## src/rtl/sa_skew_feeder_pkg.sv

```systemverilog
// Shared types and width helpers for the systolic-array skew feeder.
package sa_feed_pkg;

  typedef enum logic [1:0] {
    ST_IDLE = 2'd0,
    ST_FILL = 2'd1,
    ST_RUN  = 2'd2,
    ST_DONE = 2'd3
  } state_e;

  localparam int unsigned DEF_ROW    = 4;
  localparam int unsigned DEF_COL    = 4;
  localparam int unsigned DEF_W_DATA = 8;
  localparam int unsigned DEF_W_ADDR = 4;

  function automatic int unsigned max_u(input int unsigned a, input int unsigned b);
    return (a > b) ? a : b;
  endfunction

  // Byte counters must hold max(ROW,COL)*MAX_K inclusive.
  function automatic int unsigned cnt_width(input int unsigned row, input int unsigned col,
                                            input int unsigned w_addr);
    return $clog2(max_u(row, col) * (1 << w_addr) + 1);
  endfunction

  // Step counter must hold MAX_K + max(ROW,COL) inclusive.
  function automatic int unsigned step_width(input int unsigned row, input int unsigned col,
                                             input int unsigned w_addr);
    return $clog2((1 << w_addr) + max_u(row, col) + 1);
  endfunction

  function automatic int unsigned ptr_width(input int unsigned n);
    return (n > 1) ? $clog2(n) : 1;
  endfunction

endpackage

```

## src/rtl/sa_skew_feeder_if.sv

```systemverilog
// Byte-stream input, job control and skewed lane outputs of the feeder.
interface sa_skew_feeder_if #(
  parameter int unsigned ROW    = 4,
  parameter int unsigned COL    = 4,
  parameter int unsigned W_DATA = 8,
  parameter int unsigned W_ADDR = 4
) ();

  logic                    i_start;
  logic [W_ADDR:0]         i_k;
  logic                    i_rx_dv;
  logic                    i_sel;
  logic [W_DATA-1:0]       i_data;
  logic                    i_stall;
  logic [COL*W_DATA-1:0]   o_north_data;
  logic [COL-1:0]          o_north_dv;
  logic [ROW*W_DATA-1:0]   o_west_data;
  logic [ROW-1:0]          o_west_dv;
  logic                    o_busy;
  logic                    o_done;
  logic                    o_overflow;
  logic                    o_err;

  modport master (
    output i_start, i_k, i_rx_dv, i_sel, i_data, i_stall,
    input  o_north_data, o_north_dv, o_west_data, o_west_dv,
           o_busy, o_done, o_overflow, o_err
  );

  modport slave (
    input  i_start, i_k, i_rx_dv, i_sel, i_data, i_stall,
    output o_north_data, o_north_dv, o_west_data, o_west_dv,
           o_busy, o_done, o_overflow, o_err
  );

endinterface

```

## src/rtl/sa_skew_feeder_lane_fifo.sv

```systemverilog
// One lane FIFO: synchronous reset, registered read data that is zero when no read.
module sa_lane_fifo #(
  parameter int unsigned W_DATA = 8,
  parameter int unsigned W_ADDR = 4
) (
  input  logic              i_clk,
  input  logic              i_rst,
  input  logic              i_wr,
  input  logic [W_DATA-1:0] i_wdata,
  input  logic              i_rd,
  output logic [W_DATA-1:0] o_rdata,
  output logic              o_rvalid
);

  localparam int unsigned DEPTH = 1 << W_ADDR;
  localparam int unsigned CW    = W_ADDR + 1;

  logic [W_DATA-1:0] mem_q [DEPTH];
  logic [W_ADDR-1:0] wptr_q, wptr_d;
  logic [W_ADDR-1:0] rptr_q, rptr_d;
  logic [CW-1:0]     cnt_q, cnt_d;
  logic [W_DATA-1:0] rdata_q, rdata_d;
  logic              rvalid_q, rvalid_d;
  logic              do_wr, do_rd;

  // Full/empty guards keep pointers sane even if a caller misbehaves.
  always_comb begin
    do_wr    = i_wr && (cnt_q != CW'(DEPTH));
    do_rd    = i_rd && (cnt_q != '0);
    wptr_d   = do_wr ? wptr_q + W_ADDR'(1) : wptr_q;
    rptr_d   = do_rd ? rptr_q + W_ADDR'(1) : rptr_q;
    cnt_d    = cnt_q + CW'(do_wr) - CW'(do_rd);
    rdata_d  = do_rd ? mem_q[rptr_q] : '0;
    rvalid_d = do_rd;
  end

  always_ff @(posedge i_clk) begin
    if (i_rst) begin
      wptr_q   <= '0;
      rptr_q   <= '0;
      cnt_q    <= '0;
      rdata_q  <= '0;
      rvalid_q <= 1'b0;
    end else begin
      wptr_q   <= wptr_d;
      rptr_q   <= rptr_d;
      cnt_q    <= cnt_d;
      rdata_q  <= rdata_d;
      rvalid_q <= rvalid_d;
    end
  end

  always_ff @(posedge i_clk) begin
    if (do_wr) mem_q[wptr_q] <= i_wdata;
  end

  assign o_rdata  = rdata_q;
  assign o_rvalid = rvalid_q;

endmodule

```

## src/rtl/sa_skew_feeder.sv

```systemverilog
// Demuxes the UART byte stream into north/west lanes and replays them with wavefront skew.
module sa_skew_feeder
  import sa_feed_pkg::*;
#(
  parameter int unsigned ROW    = DEF_ROW,
  parameter int unsigned COL    = DEF_COL,
  parameter int unsigned W_DATA = DEF_W_DATA,
  parameter int unsigned W_ADDR = DEF_W_ADDR
) (
  input logic               i_clk,
  input logic               i_rst,
  sa_skew_feeder_if.slave   bus
);

  localparam int unsigned MAX_K = 1 << W_ADDR;
  localparam int unsigned KW    = W_ADDR + 1;
  localparam int unsigned CNT_W = cnt_width(ROW, COL, W_ADDR);
  localparam int unsigned T_W   = step_width(ROW, COL, W_ADDR);
  localparam int unsigned NPW   = ptr_width(COL);
  localparam int unsigned RPW   = ptr_width(ROW);
  localparam int unsigned LANES = max_u(ROW, COL);

  state_e           state_q, state_d;
  logic [KW-1:0]    k_q, k_d;
  logic [CNT_W-1:0] w_cnt_q, w_cnt_d, r_cnt_q, r_cnt_d;
  logic [NPW-1:0]   w_lane_q, w_lane_d;
  logic [RPW-1:0]   r_lane_q, r_lane_d;
  logic [T_W-1:0]   t_q, t_d;
  logic             overflow_q, overflow_d;
  logic             err_q, err_d;
  logic             done_q, done_d;
  logic             busy_q, busy_d;

  logic [COL-1:0]   north_wr, north_rd, north_sel, north_win;
  logic [ROW-1:0]   west_wr, west_rd, west_sel, west_win;
  logic [T_W-1:0]   k_t, t_last;
  logic [CNT_W-1:0] w_total, r_total;
  logic             w_full, r_full, k_legal;

  // Lane select decode and diagonal read windows.
  always_comb begin
    k_t     = T_W'(k_q);
    t_last  = k_t + T_W'(LANES) - T_W'(2);
    w_total = CNT_W'(COL) * CNT_W'(k_q);
    r_total = CNT_W'(ROW) * CNT_W'(k_q);
    w_full  = (w_cnt_q == w_total);
    r_full  = (r_cnt_q == r_total);
    k_legal = (bus.i_k != '0) && (bus.i_k <= KW'(MAX_K));
    for (int j = 0; j < COL; j++) begin
      north_sel[j] = (w_lane_q == NPW'(j));
      north_win[j] = (t_q >= T_W'(j)) && (t_q < T_W'(j) + k_t);
    end
    for (int i = 0; i < ROW; i++) begin
      west_sel[i] = (r_lane_q == RPW'(i));
      west_win[i] = (t_q >= T_W'(i)) && (t_q < T_W'(i) + k_t);
    end
  end

  // Next-state and control.
  always_comb begin
    state_d    = state_q;
    k_d        = k_q;
    w_cnt_d    = w_cnt_q;
    r_cnt_d    = r_cnt_q;
    w_lane_d   = w_lane_q;
    r_lane_d   = r_lane_q;
    t_d        = t_q;
    overflow_d = overflow_q;
    err_d      = 1'b0;
    done_d     = (state_q == ST_DONE);
    north_wr   = '0;
    west_wr    = '0;
    north_rd   = '0;
    west_rd    = '0;

    unique case (state_q)
      ST_IDLE: begin
        if (bus.i_start) begin
          if (k_legal) begin
            k_d        = bus.i_k;
            w_cnt_d    = '0;
            r_cnt_d    = '0;
            w_lane_d   = '0;
            r_lane_d   = '0;
            t_d        = '0;
            overflow_d = 1'b0;
            state_d    = ST_FILL;
          end else begin
            err_d = 1'b1;
          end
        end
        if (bus.i_rx_dv) overflow_d = 1'b1;
      end

      ST_FILL: begin
        if (bus.i_rx_dv && !bus.i_sel) begin
          if (w_full) begin
            overflow_d = 1'b1;
          end else begin
            north_wr = north_sel;
            w_cnt_d  = w_cnt_q + CNT_W'(1);
            w_lane_d = (w_lane_q == NPW'(COL - 1)) ? '0 : w_lane_q + NPW'(1);
          end
        end
        if (bus.i_rx_dv && bus.i_sel) begin
          if (r_full) begin
            overflow_d = 1'b1;
          end else begin
            west_wr  = west_sel;
            r_cnt_d  = r_cnt_q + CNT_W'(1);
            r_lane_d = (r_lane_q == RPW'(ROW - 1)) ? '0 : r_lane_q + RPW'(1);
          end
        end
        if (w_full && r_full) state_d = ST_RUN;
      end

      ST_RUN: begin
        if (bus.i_rx_dv) overflow_d = 1'b1;
        if (!bus.i_stall) begin
          north_rd = north_win;
          west_rd  = west_win;
          if (t_q == t_last) state_d = ST_DONE;
          else               t_d     = t_q + T_W'(1);
        end
      end

      ST_DONE: state_d = ST_IDLE;

      default: state_d = ST_IDLE;
    endcase

    busy_d = (state_d == ST_FILL) || (state_d == ST_RUN);
  end

  always_ff @(posedge i_clk) begin
    if (i_rst) begin
      state_q    <= ST_IDLE;
      k_q        <= '0;
      w_cnt_q    <= '0;
      r_cnt_q    <= '0;
      w_lane_q   <= '0;
      r_lane_q   <= '0;
      t_q        <= '0;
      overflow_q <= 1'b0;
      err_q      <= 1'b0;
      done_q     <= 1'b0;
      busy_q     <= 1'b0;
    end else begin
      state_q    <= state_d;
      k_q        <= k_d;
      w_cnt_q    <= w_cnt_d;
      r_cnt_q    <= r_cnt_d;
      w_lane_q   <= w_lane_d;
      r_lane_q   <= r_lane_d;
      t_q        <= t_d;
      overflow_q <= overflow_d;
      err_q      <= err_d;
      done_q     <= done_d;
      busy_q     <= busy_d;
    end
  end

  for (genvar j = 0; j < COL; j++) begin : g_north
    sa_lane_fifo #(.W_DATA(W_DATA), .W_ADDR(W_ADDR)) u_fifo (
      .i_clk    (i_clk),
      .i_rst    (i_rst),
      .i_wr     (north_wr[j]),
      .i_wdata  (bus.i_data),
      .i_rd     (north_rd[j]),
      .o_rdata  (bus.o_north_data[j*W_DATA +: W_DATA]),
      .o_rvalid (bus.o_north_dv[j])
    );
  end

  for (genvar i = 0; i < ROW; i++) begin : g_west
    sa_lane_fifo #(.W_DATA(W_DATA), .W_ADDR(W_ADDR)) u_fifo (
      .i_clk    (i_clk),
      .i_rst    (i_rst),
      .i_wr     (west_wr[i]),
      .i_wdata  (bus.i_data),
      .i_rd     (west_rd[i]),
      .o_rdata  (bus.o_west_data[i*W_DATA +: W_DATA]),
      .o_rvalid (bus.o_west_dv[i])
    );
  end

  assign bus.o_busy     = busy_q;
  assign bus.o_done     = done_q;
  assign bus.o_overflow = overflow_q;
  assign bus.o_err      = err_q;

endmodule

```

## src/flat_wrapper.sv

```systemverilog
// flat-port wrapper written by rule: the top's interface ports become plain ports
module sa_skew_feeder_flat import sa_feed_pkg::*;
#(
  parameter int unsigned ROW    = DEF_ROW,
  parameter int unsigned COL    = DEF_COL,
  parameter int unsigned W_DATA = DEF_W_DATA,
  parameter int unsigned W_ADDR = DEF_W_ADDR
)
  (i_clk, i_rst, bus_i_start, bus_i_k, bus_i_rx_dv, bus_i_sel, bus_i_data, bus_i_stall, bus_o_north_data, bus_o_north_dv, bus_o_west_data, bus_o_west_dv, bus_o_busy, bus_o_done, bus_o_overflow, bus_o_err);
  sa_skew_feeder_if #(.ROW(ROW), .COL(COL), .W_DATA(W_DATA), .W_ADDR(W_ADDR)) bus_i ();
  input logic i_clk;
  input logic i_rst;
  input wire logic [$bits(bus_i.i_start)-1:0] bus_i_start;
  input wire logic [$bits(bus_i.i_k)-1:0] bus_i_k;
  input wire logic [$bits(bus_i.i_rx_dv)-1:0] bus_i_rx_dv;
  input wire logic [$bits(bus_i.i_sel)-1:0] bus_i_sel;
  input wire logic [$bits(bus_i.i_data)-1:0] bus_i_data;
  input wire logic [$bits(bus_i.i_stall)-1:0] bus_i_stall;
  output wire logic [$bits(bus_i.o_north_data)-1:0] bus_o_north_data;
  output wire logic [$bits(bus_i.o_north_dv)-1:0] bus_o_north_dv;
  output wire logic [$bits(bus_i.o_west_data)-1:0] bus_o_west_data;
  output wire logic [$bits(bus_i.o_west_dv)-1:0] bus_o_west_dv;
  output wire logic [$bits(bus_i.o_busy)-1:0] bus_o_busy;
  output wire logic [$bits(bus_i.o_done)-1:0] bus_o_done;
  output wire logic [$bits(bus_i.o_overflow)-1:0] bus_o_overflow;
  output wire logic [$bits(bus_i.o_err)-1:0] bus_o_err;
  assign bus_i.i_start = bus_i_start;
  assign bus_i.i_k = bus_i_k;
  assign bus_i.i_rx_dv = bus_i_rx_dv;
  assign bus_i.i_sel = bus_i_sel;
  assign bus_i.i_data = bus_i_data;
  assign bus_i.i_stall = bus_i_stall;
  assign bus_o_north_data = bus_i.o_north_data;
  assign bus_o_north_dv = bus_i.o_north_dv;
  assign bus_o_west_data = bus_i.o_west_data;
  assign bus_o_west_dv = bus_i.o_west_dv;
  assign bus_o_busy = bus_i.o_busy;
  assign bus_o_done = bus_i.o_done;
  assign bus_o_overflow = bus_i.o_overflow;
  assign bus_o_err = bus_i.o_err;
  sa_skew_feeder #(.ROW(ROW), .COL(COL), .W_DATA(W_DATA), .W_ADDR(W_ADDR)) u_core (.i_clk(i_clk), .i_rst(i_rst), .bus(bus_i));
endmodule
```

## config.mk

```make
export PLATFORM = sky130hd
export DESIGN_NAME = sa_skew_feeder_flat
export DESIGN_NICKNAME = d
export VERILOG_FILES = /design/src/rtl/sa_skew_feeder_pkg.sv /design/src/rtl/sa_skew_feeder_if.sv /design/src/rtl/sa_skew_feeder_lane_fifo.sv /design/src/rtl/sa_skew_feeder.sv /design/src/flat_wrapper.sv
export SDC_FILE = /design/constraint.sdc
export NUM_CORES = 1
export LEC_CHECK = 0
export CAP_MARGIN = 10
export CORE_ASPECT_RATIO = 1.1
export CORE_MARGIN = 2
export CORE_UTILIZATION = 60
export DETAILED_ROUTE_END_ITERATION = 8
export PLACE_DENSITY = 0.81
export SYNTH_ARGS = -nofsm -noshare
export SYNTH_HDL_FRONTEND = slang
export SYNTH_HIERARCHICAL = 1
export SYNTH_SLANG_ARGS = --single-unit
```

## constraint.sdc

```tcl
create_clock -name i_clk -period 10.36 [get_ports i_clk]
set_input_delay 2.072 -clock i_clk [delete_from_list [all_inputs] [get_ports i_clk]]
set_output_delay 2.072 -clock i_clk [all_outputs]
set_load 0.005 [all_outputs]
```

==> run_results.csv <==
group,metric,value,unit
power_and_ir_drop,cellLeakagePower,0.0179,uW
setup_path,reg2regPathDepth,20,
clock_tree,clk_pin_slew,70,ps
die,die_h,308,um
logic_synthesis,yosysTopAreaCellShare,60.8,%
die,core_area,83500,um2
setup_path,worstReg2RegStart,"u_core/k_q[1]",
logic_synthesis,async_reset_ff_share,0,%
drt,wl_met1,40.6,mm
setup_path,endpoint_kind,"register",
clock_tree,clockBufferDepth,3,
timing,setup_violations,0,
logic_synthesis,synth_cells,2844,
clock_tree,cts_resized,0,
min_path,min_from,"u_core/g_west[3].u_fifo/rptr_q[2]",
grt,track_usage,24.0,%
grt,overflow,0,
drt,wirelength,102,mm
timing,maxSlewViolCount,0,
logic_synthesis,synth_seq_cells,1234,
grt,grt_pass1_wl,157,mm
logic_synthesis,yosys.area_share.simple,5.21,%
logic_synthesis,synth_top_family_by_area,"multiplexers",
drt,dr_wl_met3,6.92,mm
power_and_ir_drop,p_per_area,176,nW/um2
die,die_w,281,um
drt,num_vias,25700,
cells_and_area,finalNetCount,3098,
drt,ant_nets,0,
cells_and_area,instances_no_fill,4177,
drt,top_layer_used,"met5",
clock_tree,cts_max_level,3,
clock_tree,cts_sinks,1234,
logic_synthesis,ys_top_cells_by_count,"edfxtp_1, dfxtp_1, nor2_1",
timing,clock-skew-final,33.5,ps
drt,route.met2.wl,52.4,mm
timing,rsz0062_at_grt,"false",
clock_tree,tritoncts,"done",
logic_synthesis,synth_xor_area_share,1.56,%
timing,maxSlewHeadroom,17.7,%
drt,drt_first_pass_iters,6,
grt,antenna_found_initial,2,
die,start_util,60.6,%
timing,max_freq,189,MHz
clock_tree,cts_setup_buffers,0,
die,rows,111,
die,dieArea,86600,um2
setup_path,crit_start,"bus_i_rx_dv",
flow_run,maxCapViolCount,0,
setup_path,cp_slowest_cell,"nor2_1",
cells_and_area,design_area,55900,um2
grt,grt_max_degree,90,
placed_design,dp_hpwl,61.2,mm
setup_path,criticalPathCategory,"input pin to register",
setup_path,slowest_delay,760,ps
min_path,hold_depth,2,
placed_design,place.gp.congestion,0.859,
setup_path,crit_arrival,5870,ps
logic_synthesis,yosysMostFrequentCell,"edfxtp_1",
drt,drtIter0Drc,2493,
timing,post-route-period-util,51.0,%
clock_tree,numCtsBuffers,113,
clock_tree,cts_root_buf,"clkbuf_16",
logic_synthesis,syn-cell-area,50600,um2
logic_synthesis,syn_nets,2993,
setup_path,cp-start-kind,"input pin",
logic_synthesis,avgSynthCellArea,17.8,um2
logic_synthesis,yosys.area.top_type,"edfxtp_1",
logic_synthesis,ys_warn_count,6,
placed_design,placed_area,51900,um2
setup_path,critPathRequiredTime,10950,ps
setup_path,path_cells,"clkdlybuf4s50_1 -> nand2_1 -> nor2_1 -> and2_1 -> and2_1 -> nand2_1 -> nand2_1 -> ha_1 -> inv_1 -> fa_1 -> nor2b_1 -> o21bai_1 -> nand3_1 -> nor3b_1",
setup_path,crit_top_cell,"nand2_1",
clock_tree,cts_hold_buf,0,
logic_synthesis,synth_edf_count,1024,
timing,timing.final.hold_violations,0,
logic_synthesis,ys_types,60,
logic_synthesis,synth_compound_area_share,2.60,%
placed_design,io_buffer_count,94,
logic_synthesis,synthTopCellsByArea,"edfxtp_1, dfxtp_1, mux4_2, mux4_1, ha_1",
placed_design,dp_cells,3953,
min_path,hp-class,"register to register",
drt,wl_per_cell,24.5,um
logic_synthesis,synthAdderAreaFrac,3.34,%
logic_synthesis,synthMuxAreaShare,14.9,%
logic_synthesis,synth_seq_area_share,69.1,%
logic_synthesis,synth_flop_cell,"edfxtp_1",
cells_and_area,drive_gt1_share,17.2,%
clock_tree,worstSkewPairLatency,700,ps
drt,drc_errors,0,
timing,min_period,5290,ps
cells_and_area,diodes,0,
die,ios,95,
power_and_ir_drop,max-vdd-ir-drop,0.161,mV
timing,worst_slew_pin_slew,1230,ps
timing,tns,0,ps
setup_path,path_max_fanout,8,
drt,viasPerCell,6.15,
cells_and_area,syn_to_final_growth,10.5,%
grt,grt_pass1_vias,26400,
cells_and_area,fillers,5133,
outcome,outcome,"finished, final reports clean",
## per-layer routing
layer  up-vias  global-route usage (%)
met5         -                       0
met3       175                    3.11
met4         2                    7.45
met2      1085                    41.0
li1      11200                       -
met1     13200                    32.5
## final cells by class
| type | count | area (um2) | area share [%] |
|---|---|---|---|
| repair buffers | 136 | 1210 | 2.17 |
| clock inverters | 56 | 669 | 1.20 |
| multi-input cells | 1376 | 14000 | 25.1 |
| flip-flops and latches | 1234 | 35000 | 62.6 |
| clock buffers | 157 | 3270 | 5.85 |
| well taps | 1130 | 1410 | 2.53 |
| inverters | 88 | 330 | 0.591 |
## cell usage in the layout (no fill, tap or decap), drive strengths merged, types with 13 or more instances in the layout
master         Yosys  final
xor2              50     50
and3              16     16
clkinv             0     35
and2              13     13
dfxtp            210    210
edfxtp          1024   1024
nand2b            20     20
nor2b             32     32
clkbuf            46    161
xnor2             39     39
o21ai             78     78
ha               122    122
clkdlybuf4s50      0     85
nand2             80     80
buf              100     47
nor3              47     47
nor2             200    200
a21oi            106    106
mux4             256    256
mux2i             80     80
mux2              64     64
nand3             55     55
inv               88     91
## power by group
group	switching, uW	internal [uW]	total [uW]
Clock	1800	2510	4310
Combinational	123	34.4	158
Sequential	7.37	5370	5380
Total	1930	7910	9840
## critical path, delay by kind of cell
kind / cells / cell delay, ps
simple gates: 9 / 2370
buf+inv: 2 / 650
fa+ha+maj: 2 / 650
compound gates: 1 / 120
## logic make-up after synthesis
kind of cell               count (synthesis)
AOI/OAI and AO/OA                        228
xor gates and xnor gates                  89
adders and majority gates                130
buffers and inverters                    234
DFF                                     1234
muxes                                    400
and+or+nand+nor                          529
## flip-flops by register name (all words and copies together), names as in the netlist
signal / cells
u_core/g_north.u_fifo/mem_q: 512
u_core/g_west.u_fifo/mem_q: 512
u_core/g_north.u_fifo/o_rdata: 32
u_core/g_west.u_fifo/o_rdata: 32
u_core/g_north.u_fifo/cnt_q: 20
u_core/g_west.u_fifo/cnt_q: 20
u_core/g_north.u_fifo/rptr_q: 16
u_core/g_north.u_fifo/wptr_q: 16
u_core/g_west.u_fifo/rptr_q: 16
u_core/g_west.u_fifo/wptr_q: 16
u_core/r_cnt_q: 7
u_core/w_cnt_q: 7
u_core/k_q: 5
u_core/t_q: 5
u_core/g_north.u_fifo/o_rvalid: 4
u_core/g_west.u_fifo/o_rvalid: 4
u_core/r_lane_q: 2
u_core/state_q: 2
u_core/w_lane_q: 2
u_core/bus.o_busy: 1
u_core/bus.o_done: 1
u_core/bus.o_err: 1
u_core/bus.o_overflow: 1
## worst paths after layout
| path | to | slack (ps) |
|---|---|---|
| worst max-delay path | u_core/g_west[2].u_fifo/cnt_q[4] | 5070 |
| worst min-delay path | u_core/g_west[3].u_fifo/rptr_q[2] | 520 |
| worst max register to register | u_core/g_west[1].u_fifo/cnt_q[4] | 5810 |
| worst min register to register | u_core/g_west[3].u_fifo/rptr_q[2] | 520 |
## stage by stage
| stage | util (%) | hold WS (ps) | power, uW | setup slack [ps] |
|---|---|---|---|---|
| after floorplan | - | 464 | 5540 | 5040 |
| after global placement | 62.1 | 477 | 5630 | 4740 |
| after detailed placement | 62.1 | 502 | 5640 | 4630 |
| after CTS | 66.9 | 520 | 9910 | 5170 |
| after global routing | 66.9 | 549 | 10100 | 4930 |
| final | 66.9 | 516 | 9840 | 5070 |
No activity file was read; power rests on OpenSTA's default activity.
